**config.mk**
```make
export PLATFORM = sky130hd
export DESIGN_NAME = scan_sequencer
export DESIGN_NICKNAME = d
export VERILOG_FILES = /design/src/rtl/scan_sequencer.sv
export SDC_FILE = /design/constraint.sdc
export NUM_CORES = 1
export LEC_CHECK = 0
export ABC_AREA = 1
export BUFFER_PORTS_ARGS = -buffer_cell sky130_fd_sc_hd__buf_2
export CAP_MARGIN = 10
export CORE_MARGIN = 10
export CORE_UTILIZATION = 57
export CTS_BUF_LIST = sky130_fd_sc_hd__clkbuf_4
export DETAILED_ROUTE_END_ITERATION = 8
export GPL_TIMING_DRIVEN = 1
export PLACE_DENSITY = 0.78
export SKIP_CTS_REPAIR_TIMING = 1
export SLEW_MARGIN = 20
export SYNTH_ARGS = -nofsm -noshare
export SYNTH_HDL_FRONTEND = slang
export SYNTH_SLANG_ARGS = --single-unit
```
**constraint.sdc**
```tcl
create_clock -name clk -period 1.5 [get_ports clk]
set_input_delay 0.075 -clock clk [delete_from_list [all_inputs] [get_ports clk]]
set_output_delay 0.075 -clock clk [all_outputs]
set_load 0.03 [all_outputs]
```
**src/rtl/scan_sequencer.sv**
```systemverilog
// Turntable scan sequencer: for each angular position it settles, captures one
// camera frame between two vsync edges, waits for processing, then steps the table.
module scan_sequencer #(
  parameter int unsigned STEPS_PER_REV = 200,
  parameter int unsigned SETTLE_CYCLES = 1000000,
  parameter int unsigned STEP_PULSE    = 500
) (
  input  logic       clk,
  input  logic       reset_n,
  input  logic       start,
  input  logic       abort,
  input  logic       vsync,
  input  logic       frame_done,
  output logic       latch,
  output logic       step_out,
  output logic       dir_out,
  output logic       busy,
  output logic       done,
  output logic [7:0] step_index
);

  typedef enum logic [2:0] {
    IDLE, SETTLE, ARM, CAPTURE, PROCESS, STEP_HI, STEP_LO, DONE
  } state_t;

  localparam int unsigned SETTLE_EFF  = (SETTLE_CYCLES == 0) ? 1 : SETTLE_CYCLES;
  localparam logic [31:0] SETTLE_LAST = 32'(SETTLE_EFF - 1);
  localparam logic [31:0] PULSE_LAST  = 32'(STEP_PULSE - 1);
  localparam logic [7:0]  LAST_INDEX  = 8'(STEPS_PER_REV - 1);

  state_t      state;
  logic [31:0] count;
  logic        start_q;
  logic        vsync_q;
  logic        primed;
  logic        start_rise;
  logic        vsync_rise;

  // primed stays low for the first cycle after reset so a start level held
  // through reset release is never mistaken for a fresh request.
  assign start_rise = primed & start & ~start_q;
  assign vsync_rise = vsync & ~vsync_q;

  always_ff @(posedge clk) begin
    if (!reset_n) begin
      state      <= IDLE;
      count      <= '0;
      start_q    <= 1'b0;
      vsync_q    <= 1'b0;
      primed     <= 1'b0;
      latch      <= 1'b0;
      step_out   <= 1'b0;
      dir_out    <= 1'b1;
      busy       <= 1'b0;
      done       <= 1'b0;
      step_index <= '0;
    end else begin
      start_q <= start;
      vsync_q <= vsync;
      primed  <= 1'b1;
      dir_out <= 1'b1;
      if (abort && state != IDLE) begin
        state      <= IDLE;
        count      <= '0;
        latch      <= 1'b0;
        step_out   <= 1'b0;
        busy       <= 1'b0;
        done       <= 1'b0;
        step_index <= '0;
      end else begin
        case (state)
          IDLE: begin
            if (start_rise && !abort) begin
              state      <= SETTLE;
              busy       <= 1'b1;
              step_index <= '0;
              count      <= '0;
            end
          end
          SETTLE: begin
            if (count == SETTLE_LAST) begin
              state <= ARM;
              count <= '0;
            end else begin
              count <= count + 32'd1;
            end
          end
          ARM: begin
            if (vsync_rise) begin
              state <= CAPTURE;
              latch <= 1'b1;
            end
          end
          CAPTURE: begin
            if (vsync_rise) begin
              state <= PROCESS;
              latch <= 1'b0;
            end
          end
          PROCESS: begin
            if (frame_done) begin
              if (step_index == LAST_INDEX) begin
                state <= DONE;
                done  <= 1'b1;
              end else begin
                state    <= STEP_HI;
                step_out <= 1'b1;
                count    <= '0;
              end
            end
          end
          STEP_HI: begin
            if (count == PULSE_LAST) begin
              state    <= STEP_LO;
              step_out <= 1'b0;
              count    <= '0;
            end else begin
              count <= count + 32'd1;
            end
          end
          STEP_LO: begin
            if (count == PULSE_LAST) begin
              state      <= SETTLE;
              step_index <= step_index + 8'd1;
              count      <= '0;
            end else begin
              count <= count + 32'd1;
            end
          end
          DONE: begin
            state      <= IDLE;
            done       <= 1'b0;
            busy       <= 1'b0;
            step_index <= '0;
          end
          default: state <= IDLE;
        endcase
      end
    end
  end

endmodule

```
# Yosys cells after proc, flatten, opt, wreduce, memory -nomap -nowiden
# Index checks and enable logic that the tools add are counted.
[classes]
n_mul = 0
shift = 0
bitwise_logic = 6
n_div = 0
eq_ne = 19
reduce_logical = 20
n_lt_le_gt_ge = 0
mux = 31
addsub = 2
[ops]
columns = ["cell", "count"]
rows = [
  ["$mux W32", 5],
  ["$pmux W32 S4", 1],
  ["$add A32 B1 Y32 const B", 1],
  ["$eq A32 B20 Y1 const B", 1],
  ["$eq A32 B9 Y1 const B", 1],
  ["$pmux W3 S8", 1],
  ["$pmux W8 S3", 1],
  ["$mux W3", 7],
  ["$ne A2 B2 Y1 const B", 9],
  ["$mux W8", 2],
  ["$eq A3 B3 Y1 const B", 4],
  ["$mux W1", 9],
  ["$reduce_and A3 Y1", 3],
  ["$add A8 B1 Y8 const B", 1],
  ["$eq A8 B8 Y1 const B", 1],
  ["$pmux W1 S2", 4],
  ["$reduce_and A4 Y1", 2],
  ["$reduce_bool A2 Y1", 4],
  ["$reduce_and A7 Y1", 1],
  ["$eq A3 B2 Y1 const B", 2],
  ["$reduce_bool A3 Y1", 2],
  ["$reduce_bool A4 Y1", 1],
  ["$reduce_or A2 Y1", 2],
  ["$and A1 B1 Y1", 3],
  ["other kinds (7)", 10],
]
[word_totals]
memories = 0
out_inout_bits = 13
in_bits = 6
romBits = 0
ramBits = 0
register_bits = 50
latch_bits = 0
word_cells = 88

# Depth between registers and ports, before layout
# Gate-level depths: netlist (run 1).
[logic_depth]
depth_word = 5
depth_mapped = 13
ltp_nobuf = 12

# Least setup slack after synthesis (run 1)
# Ideal clock, no wire load.
[synth_path]
path_kind = "flip-flop to flip-flop"
startpoint = "reg step_index[1]"
endpoint = "reg count[19]"
path_buffers = 1
stages_incl_launch_ff = 12
setup_slack_ps = -276
arrival_ps = 1666
synth_period_minus_slack_ps = 1776
t_required_ps = 1390
path_cell_list = "dfxtp_1 -> ha_1 -> nand2_1 -> nor3_1 -> nand3_2 -> nand2_1 -> nor2_4 -> buf_6 -> nand3b_1 -> nand2_1 -> inv_1 -> nor2_1"
[synth_via]
elab_chain_cells = 3
[synth_rtl]
columns = ["element", "line", "rtl"]
rows = [
  ["from (decl)", "19", "output logic [7:0] step_index"],
  ["from (signal assigned)", "124", "step_index <= step_index + 8'd1;"],
  ["$eq A8 B8 Y1", "102", "if (step_index == LAST_INDEX) begin"],
  ["$ne A2 B2 Y1 (no line)", "n/a", ""],
  ["$reduce_and A4 Y1 (no line)", "n/a", ""],
  ["to (signal assigned)", "85", "count <= count + 32'd1;"],
  ["to (signal assigned)", "118", "count <= count + 32'd1;"],
  ["to (signal assigned)", "127", "count <= count + 32'd1;"],
  ["to (decl)", "32", "logic [31:0] count;"],
]
# Every way passes these cells.
# A chain may end at the register's enable or synchronous reset.

# Worst setup path in the final report (run 1)
[layout_path]
startpoint = "reg step_index[6]"
endpoint = "reg count[12]"
# Same word-level chain as after synthesis.

==> results of run 1 <==
[final cells by class]
| cell class | count | area share |
|---|---|---|
| repair buffers | 145 | 0.221 |
| flip-flops and latches | 50 | 0.206 |
| well taps | 75 | 0.0182 |
| clock inverters | 3 | 0.00412 |
| multi-input cells | 437 | 0.488 |
| clock buffers | 5 | 0.00728 |
| inverters | 74 | 0.0548 |
[per-stage QoR]
stage	cells	instance area, um^2	setup WS, ns
3_5_place_dp	769	4460	-0.317
5_1_grt	789	5160	-0.332
6_report	789	5160	-0.245
4_1_cts	777	4520	-0.343
2_1_floorplan	574	3470	0.00571
3_3_place_gp	769	4460	-0.249
[cell usage in the layout, fill, tap and decap left out, types with 3 or more instances in the layout]
cell           count
nand2_1          139
buf_4            113
inv_1             62
nor2_1            55
nand3_1           48
nor2_2            29
dfxtp_1           22
nand2_2           21
a21oi_1           18
dfxtp_2           17
buf_2             17
nand4_1           16
nand2_4           15
xor2_1            12
nor3_1            11
dfxtp_4           11
inv_2             10
o211ai_1          10
a21oi_2            9
nor3_2             8
nand3_2            8
nor2_4             7
o21ai_0            7
buf_6              6
clkbuf_4           5
nor3_4             4
o21ai_1            4
nand3_4            3
xnor2_1            3
buf_8              3
dlygate4sd3_1      3
[worst reg2reg max path: cells and delay by family, from the launching register on]
family / cells / cell delay (ns)
simple gates: 6 / 0.95
flops: 1 / 0.36
buf+inv: 2 / 0.20
xor+xnor: 1 / 0.16
[flip-flops by register name, summed over array words and instances (netlist names)]
signal / cells
state: 3
latch: 1
done: 1
primed: 1
step_index: 8
busy: 1
start_q: 1
vsync_q: 1
step_out: 1
count: 32
[routing by layer]
metal	share of wire	vias to the layer above	global-route usage
met4	0.067	0	0.0951
li1	-	2111	-
met5	0	-	0
met3	0.084	107	0.0377
met2	0.47	309	0.393
met1	0.38	2092	0.286
[path summary, 6_finish.rpt]
path	start	to	slack [ns]	cells past startpoint
setup reg to reg	step_index[6]	count[12]	-0.25	9
hold / removal	abort	busy	0.09	4
hold reg to reg	latch	latch	0.48	2
setup / recovery	step_index[6]	count[12]	-0.25	9
[kinds of logic after synthesis]
family / count (synthesis) / synth area share
flops: 50 / 0.292
xor+xnor: 15 / 0.0384
simple gates: 366 / 0.466
buf+inv: 87 / 0.103
fa+ha+maj: 3 / 0.0110
compound gates: 52 / 0.0877
other cells: 1 / 0.00110
[where the power goes]
part / internal [mW] / switching (mW) / total, mW / leakage [nW]
logic: 0.722 / 1.07 / 1.79 / 1.92
registers: 1.37 / 0.0481 / 1.42 / 0.421
clock network: 0.184 / 0.488 / 0.672 / 0.0312
total: 2.27 / 1.61 / 3.88 / 2.37
==> results by group, run 1 <==
Clock network
  • Worst-path clk slew: around 0.17 ns
  • Max Root-Sink Buffers: 2
  • TritonCTS buffer count: 5
  • Latest clock arrival within the worst-skew pair: 0.39 ns
  • CTS tree: done
  • H-tree depth: 2
  • Clock sinks: 50
  • Clock root buffer: clkbuf_4

STA
  • RSZ-0062 raised after global routing: true
  • Clock Skew: between 0.015 and 0.02 ns
  • Final Max Slew Viols: 0
  • Slew HR: 0.647
  • Final Hold Slack: 0.0880 ns
  • Fmax: 0.573 GHz
  • Final setup fails: 40
  • Tightest Pin Transition: 0.526 ns
  • Final WS setup: -0.245 ns
  • Final Cycle Share: 1.16
  • Final count of hold timing violations: 0
  • Final min period: 1.75 ns
  • Setup TNS: -5.72 ns

Final layout
  • Seq. cell area: between 1000 and 1500 um^2
  • Fillcell total: 332
  • Final #Nets: 722
  • Area growth, synth to finish: 50.7%
  • ANT cells: 0
  • Area of the multi-input gates: between 2000 and 3000 um^2
  • Core Util, Final: 0.876
  • Layout cells sized above 1: 0.419

Worst setup path
  • Critical path endpoint category: flip-flop
  • Largest delay share family, worst path: simple AND/OR/NAND/NOR gates
  • Max Fanout on Critical Path: 12
  • CP Data Required Time: between 1.5 and 2 ns
  • Buf/Inv on CP: 2
  • Setup crit start kind: flip-flop
  • Worst-path cell chain: inv_1 -> nor3_1 -> nand3_4 -> nand2_4 -> nor2_4 -> buf_12 -> nand2_2 -> xor2_1 -> nor2_1
  • CP Data Arrival Time: slightly above 2 ns
  • CP peak stage delay: 0.42 ns
  • Slowest-stage cell, CP: nor3_1
  • Crit Path Class: reg -> reg

Placed design
  • IO Port Bufs: 17
  • Final estimated routing congestion in global placement: 1.02
  • Final HPWL DP: roughly 9000 um

Worst hold path
  • Hold Path Class: in -> reg

Pwr
  • P per Cell Area: 753 nW/um^2
  • Tot Pwr: 3.88 mW
  • Leakage: 2.37 nW
  • Worst VDD drop: about 1000 uV

Detailed routing
  • TritonRoute pass-1 iters: 5
  • Routed length per placed instance: 17.1 um
  • Via count: about 4600
  • Vias/cell: 5.85
  • Starting DRT DRC Count: between 400 and 500
  • DRC violation count after routing: 0
  • ANT nets after route: 0
  • Final Routed Wirelength: 13500 um

Logic synthesis
  • Yosys Warn Count: 0
  • Top post-synthesis cells by area: dfxtp_1, nand2_1, nor2_1, nand3_1, inv_1
  • Yosys reg bits: 50
  • Async set-reset flop share out of synthesis: 0
  • Synth cell types: 29
  • Most common cell in the netlist: nand2_1
  • Mapped Cells: 574
  • Mapped Area: 3420 um^2
  • Syn Nets: 583
  • Synth area leader: dfxtp_1
  • Number of synthesized flops with an enable pin: 0
  • Synth Flop Type: dfxtp_1
  • Syn avg cell area: 5.96 um^2
  • Seq/Total Area, Yosys: 0.292
  • Synth top cells by count: nand2_1, nor2_1, inv_1
  • Top-area cell type share of the netlist area: 0.292

Floorplanning
  • # IOs: 19
  • Initial Utilization: 0.582
  • Num rows: 28
  • Die Wd: 97.5 um
  • DIE AREA: 9510 um^2
  • Core ar.: 5890 um^2
  • Die Y: 97.5 um

GRT
  • Total GRT Usage: 0.233
  • Number of global-route vias before repair: 4026
  • Largest net degree at the start of global routing: 18
  • Total congestion overflow: 0
  • First-pass GRT wire length: 18800 um
  • Initial antenna violation count: 0

Job
  • Max-cap violations: 0

Run status
  • Failing checks: negative setup slack
  • Status: finished with violations
Note: power is estimated with default switching activity, not from simulation.
==> run 2, diff against run 1 <==
--- a/config.mk
+++ b/config.mk
@@ -9,11 +9,10 @@
 export BUFFER_PORTS_ARGS = -buffer_cell sky130_fd_sc_hd__buf_2
 export CAP_MARGIN = 10
 export CORE_MARGIN = 10
-export CORE_UTILIZATION = 57
-export CTS_BUF_LIST = sky130_fd_sc_hd__clkbuf_4
+export CORE_UTILIZATION = 56
 export DETAILED_ROUTE_END_ITERATION = 8
 export GPL_TIMING_DRIVEN = 1
-export PLACE_DENSITY = 0.78
+export PLACE_DENSITY = 0.77
 export SKIP_CTS_REPAIR_TIMING = 1
 export SLEW_MARGIN = 20
 export SYNTH_ARGS = -nofsm -noshare
==> run 2 against run 1 <==
Compared with the run above:
- the run still ends with negative setup slack left
- sequential power about the same
- clock power increased by 48%
- combinational power decreased by 13%
- fmax decreased by 0.13%
- critical endpoint is now step_index[2]
- final area increased by 0.78%
- critical path depth increased by 1
- critical path type unchanged
==> results by group, run 2 (synthesized netlist as in run 1, its figures left out) <==
Detailed routing
  • TritonRoute pass-1 iters: 5 (unchanged)
  • Routed length per placed instance: 17.5 um (was 17.1 um)
  • DRC violation count after routing: 0 (unchanged)
  • Starting DRT DRC Count: 481 (was 487)
  • ANT nets after route: 0 (unchanged)
  • Via count: 4632 (was 4619)
  • Final Routed Wirelength: 13900 um (was 13500 um)
  • Vias/cell: 5.82 (was 5.85)

Pwr
  • Comb power frac: 0.392 (was 0.462)
  • Tot Pwr: 3.96 mW (was 3.88 mW)
  • Seq pwr share: 0.357 (was 0.365)
  • Worst VDD drop: 935 uV (was 997 uV)
  • P per Cell Area: 762 nW/um^2 (was 753 nW/um^2)
  • Clock power share: 0.251 (was 0.173)
  • Sw Ratio: 0.376 (was 0.414)
  • Switching pwr: 1.49 mW (was 1.61 mW)
  • Leakage: 2.40 nW (was 2.37 nW)
  • Int Pwr: 2.47 mW (was 2.27 mW)

Worst setup path
  • Buf/Inv on CP: 3 (was 2)
  • CP peak stage delay: 0.38 ns (was 0.42 ns)
  • Setup slack, reg-to-reg: -0.25 ns (about the same)
  • Largest delay share family, worst path: simple AND/OR/NAND/NOR gates (unchanged)
  • Setup crit start kind: flip-flop (unchanged)
  • Critical path endpoint category: flip-flop (unchanged)
  • Crit Path Class: reg -> reg (unchanged)
  • Max Fanout on Critical Path: 6 (was 12)
  • Reg2reg start: count[0] (was step_index[6])
  • Stages on worst setup path: 10 (was 9)
  • Worst-path cell chain: ha_4 -> nand2_1 -> inv_1 -> nand3_2 -> nor2_2 -> nand2_2 -> buf_6 -> clkinvlp_4 -> nand4_1 -> a21oi_2 (was inv_1 -> nor3_1 -> nand3_4 -> nand2_4 -> nor2_4 -> buf_12 -> nand2_2 -> xor2_1 -> nor2_1)
  • Reg2reg end: step_index[2] (was count[12])
  • Slowest-stage cell, CP: dfxtp_2 (was nor3_1)
  • CP Data Arrival Time: 1.98 ns (was 2.05 ns)
  • CP Data Required Time: 1.73 ns (was 1.81 ns)
  • Cells on worst reg2reg path: 10 (was 9)

GRT
  • First-pass GRT wire length: 18700 um (was 18800 um)
  • Largest net degree at the start of global routing: 17 (was 18)
  • Total congestion overflow: 0 (unchanged)
  • Initial antenna violation count: 0 (unchanged)
  • Number of global-route vias before repair: 4018 (was 4026)
  • Total GRT Usage: 0.231 (was 0.233)

Clock network
  • Clock sinks: 50 (unchanged)
  • Latest clock arrival within the worst-skew pair: 0.32 ns (was 0.39 ns)
  • Max Root-Sink Buffers: 2 (unchanged)
  • TritonCTS buffer count: 5 (unchanged)
  • Clock root buffer: clkbuf_8 (was clkbuf_4)
  • Worst-path clk slew: 0.10 ns (was 0.17 ns)
  • CTS tree: done (unchanged)
  • H-tree depth: 2 (unchanged)

Floorplanning
  • Die Y: 98.2 um (was 97.5 um)
  • Die Wd: 98.2 um (was 97.5 um)
  • DIE AREA: 9640 um^2 (was 9510 um^2)
  • # IOs: 19 (unchanged)
  • Initial Utilization: 0.578 (was 0.582)
  • Num rows: 28 (unchanged)
  • Core ar.: 5920 um^2 (was 5890 um^2)

Worst hold path
  • Cell depth of the worst hold path: 4 (unchanged)
  • Hold Startpoint: frame_done (was abort)
  • Hold Path End: done (was busy)
  • Hold Path Class: in -> reg (unchanged)

Final layout
  • Most frequent cells in the layout: nand2_1, buf_4, inv_1, nor2_1, nand3_1 (unchanged)
  • Registers with the most flip-flops: count: 32 flops, step_index: 8 flops, state: 3 flops (unchanged)
  • Commonest non-fill, non-tap cell in the layout: nand2_1 (unchanged)
  • ANT cells: 0 (unchanged)
  • Area growth, synth to finish: 51.8% (was 50.7%)
  • Layout cells sized above 1: 0.424 (was 0.419)
  • Final #Nets: 729 (was 722)
  • Max reg flops: 32 (unchanged)
  • Top reg by flops: count (unchanged)

STA
  • Final Max Slew Viols: 0 (unchanged)
  • Final Cycle Share: 1.17 (was 1.16)
  • Final count of hold timing violations: 0 (unchanged)
  • Final WS setup: -0.248 ns (was -0.245 ns)
  • Setup TNS: -3.75 ns (was -5.72 ns)
  • Final min period: 1.75 ns (about the same)
  • Fmax: 0.572 GHz (was 0.573 GHz)
  • RSZ-0062 raised after global routing: true (unchanged)
  • Clock Skew: 0.00849 ns (was 0.0196 ns)
  • Final setup fails: 44 (was 40)

Job
  • Max-cap violations: 0 (unchanged)

Placed design
  • IO Port Bufs: 17 (unchanged)
  • Final estimated routing congestion in global placement: 1.02 (about the same)
  • Final HPWL DP: 9060 um (was 9000 um)
  • Placement Setup Slack: -0.185 ns (was -0.317 ns)

Run status
  • Status: finished with violations (unchanged)
  • Failing checks: negative setup slack (unchanged)
-- run 2: changes by cell type in the layout (fill, tap and decap cells not counted), sizes merged --
cell	change
clkinv	-2
inv	-1
nand2	+1
clkinvlp	+1
buf	+7
bufinv	+1
-- run 2: power groups by stage --
stage | clock network, mW | logic, mW | registers (mW)
after floorplan | 0 | 0.714 | 1.45
after global placement | 0 | 1.24 | 1.44
after detailed placement | 0 | 1.26 | 1.44
after CTS | 0.987 | 1.26 | 1.41
after global routing | 1.04 | 1.63 | 1.42
final | 0.995 | 1.55 | 1.41
-- run 2: through the flow --
step	instances	hold WS, ns	instance area, um^2	utilization
floorplan	574	0.103	3470	-
global placement	775	0.232	4520	0.764
detailed placement	775	0.234	4520	0.764
CTS	783	-0.0849	4630	0.782
global route	796	0.181	5200	0.878
finish	796	0.169	5200	0.878
-- run 2: worst max-delay path by stage --
stage                        from             to
global route             state[0]  step_index[2]
global placement    step_index[0]       count[6]
detailed placement       count[9]  step_index[1]
finish                   count[0]  step_index[2]
floorplan                count[1]       count[3]
CTS                     count[10]      count[29]
-- run 2: worst reg2reg max path: cells and delay by family (launching register included) --
kind / cells / cell delay, ns
adders and majority gates: 1 / 0.17
buffers and inverters: 3 / 0.31
AOI/OAI and AO/OA: 1 / 0.25
and+or+nand+nor: 5 / 0.57
DFF: 1 / 0.38
-- run 2: metal layers --
metal / GRT usage / vias up / routed length [um]
met5: 0 / - / 0
met4: 0.0937 / 0 / 783
met3: 0.0395 / 78 / 1180
met2: 0.396 / 289 / 6780
met1: 0.278 / 2136 / 5170
li1: - / 2129 / -
-- run 2: final cells by class --
cell class / count / area (um^2)
Clock inverter: 2 / 37.5
Inverter: 74 / 287
Fill cell: 308 / 723
Clock buffer: 6 / 72.6
Timing Repair Buffer: 151 / 1170
Multi-Input combinational cell: 438 / 2480
Tap cell: 75 / 93.8
Sequential cell: 50 / 1060
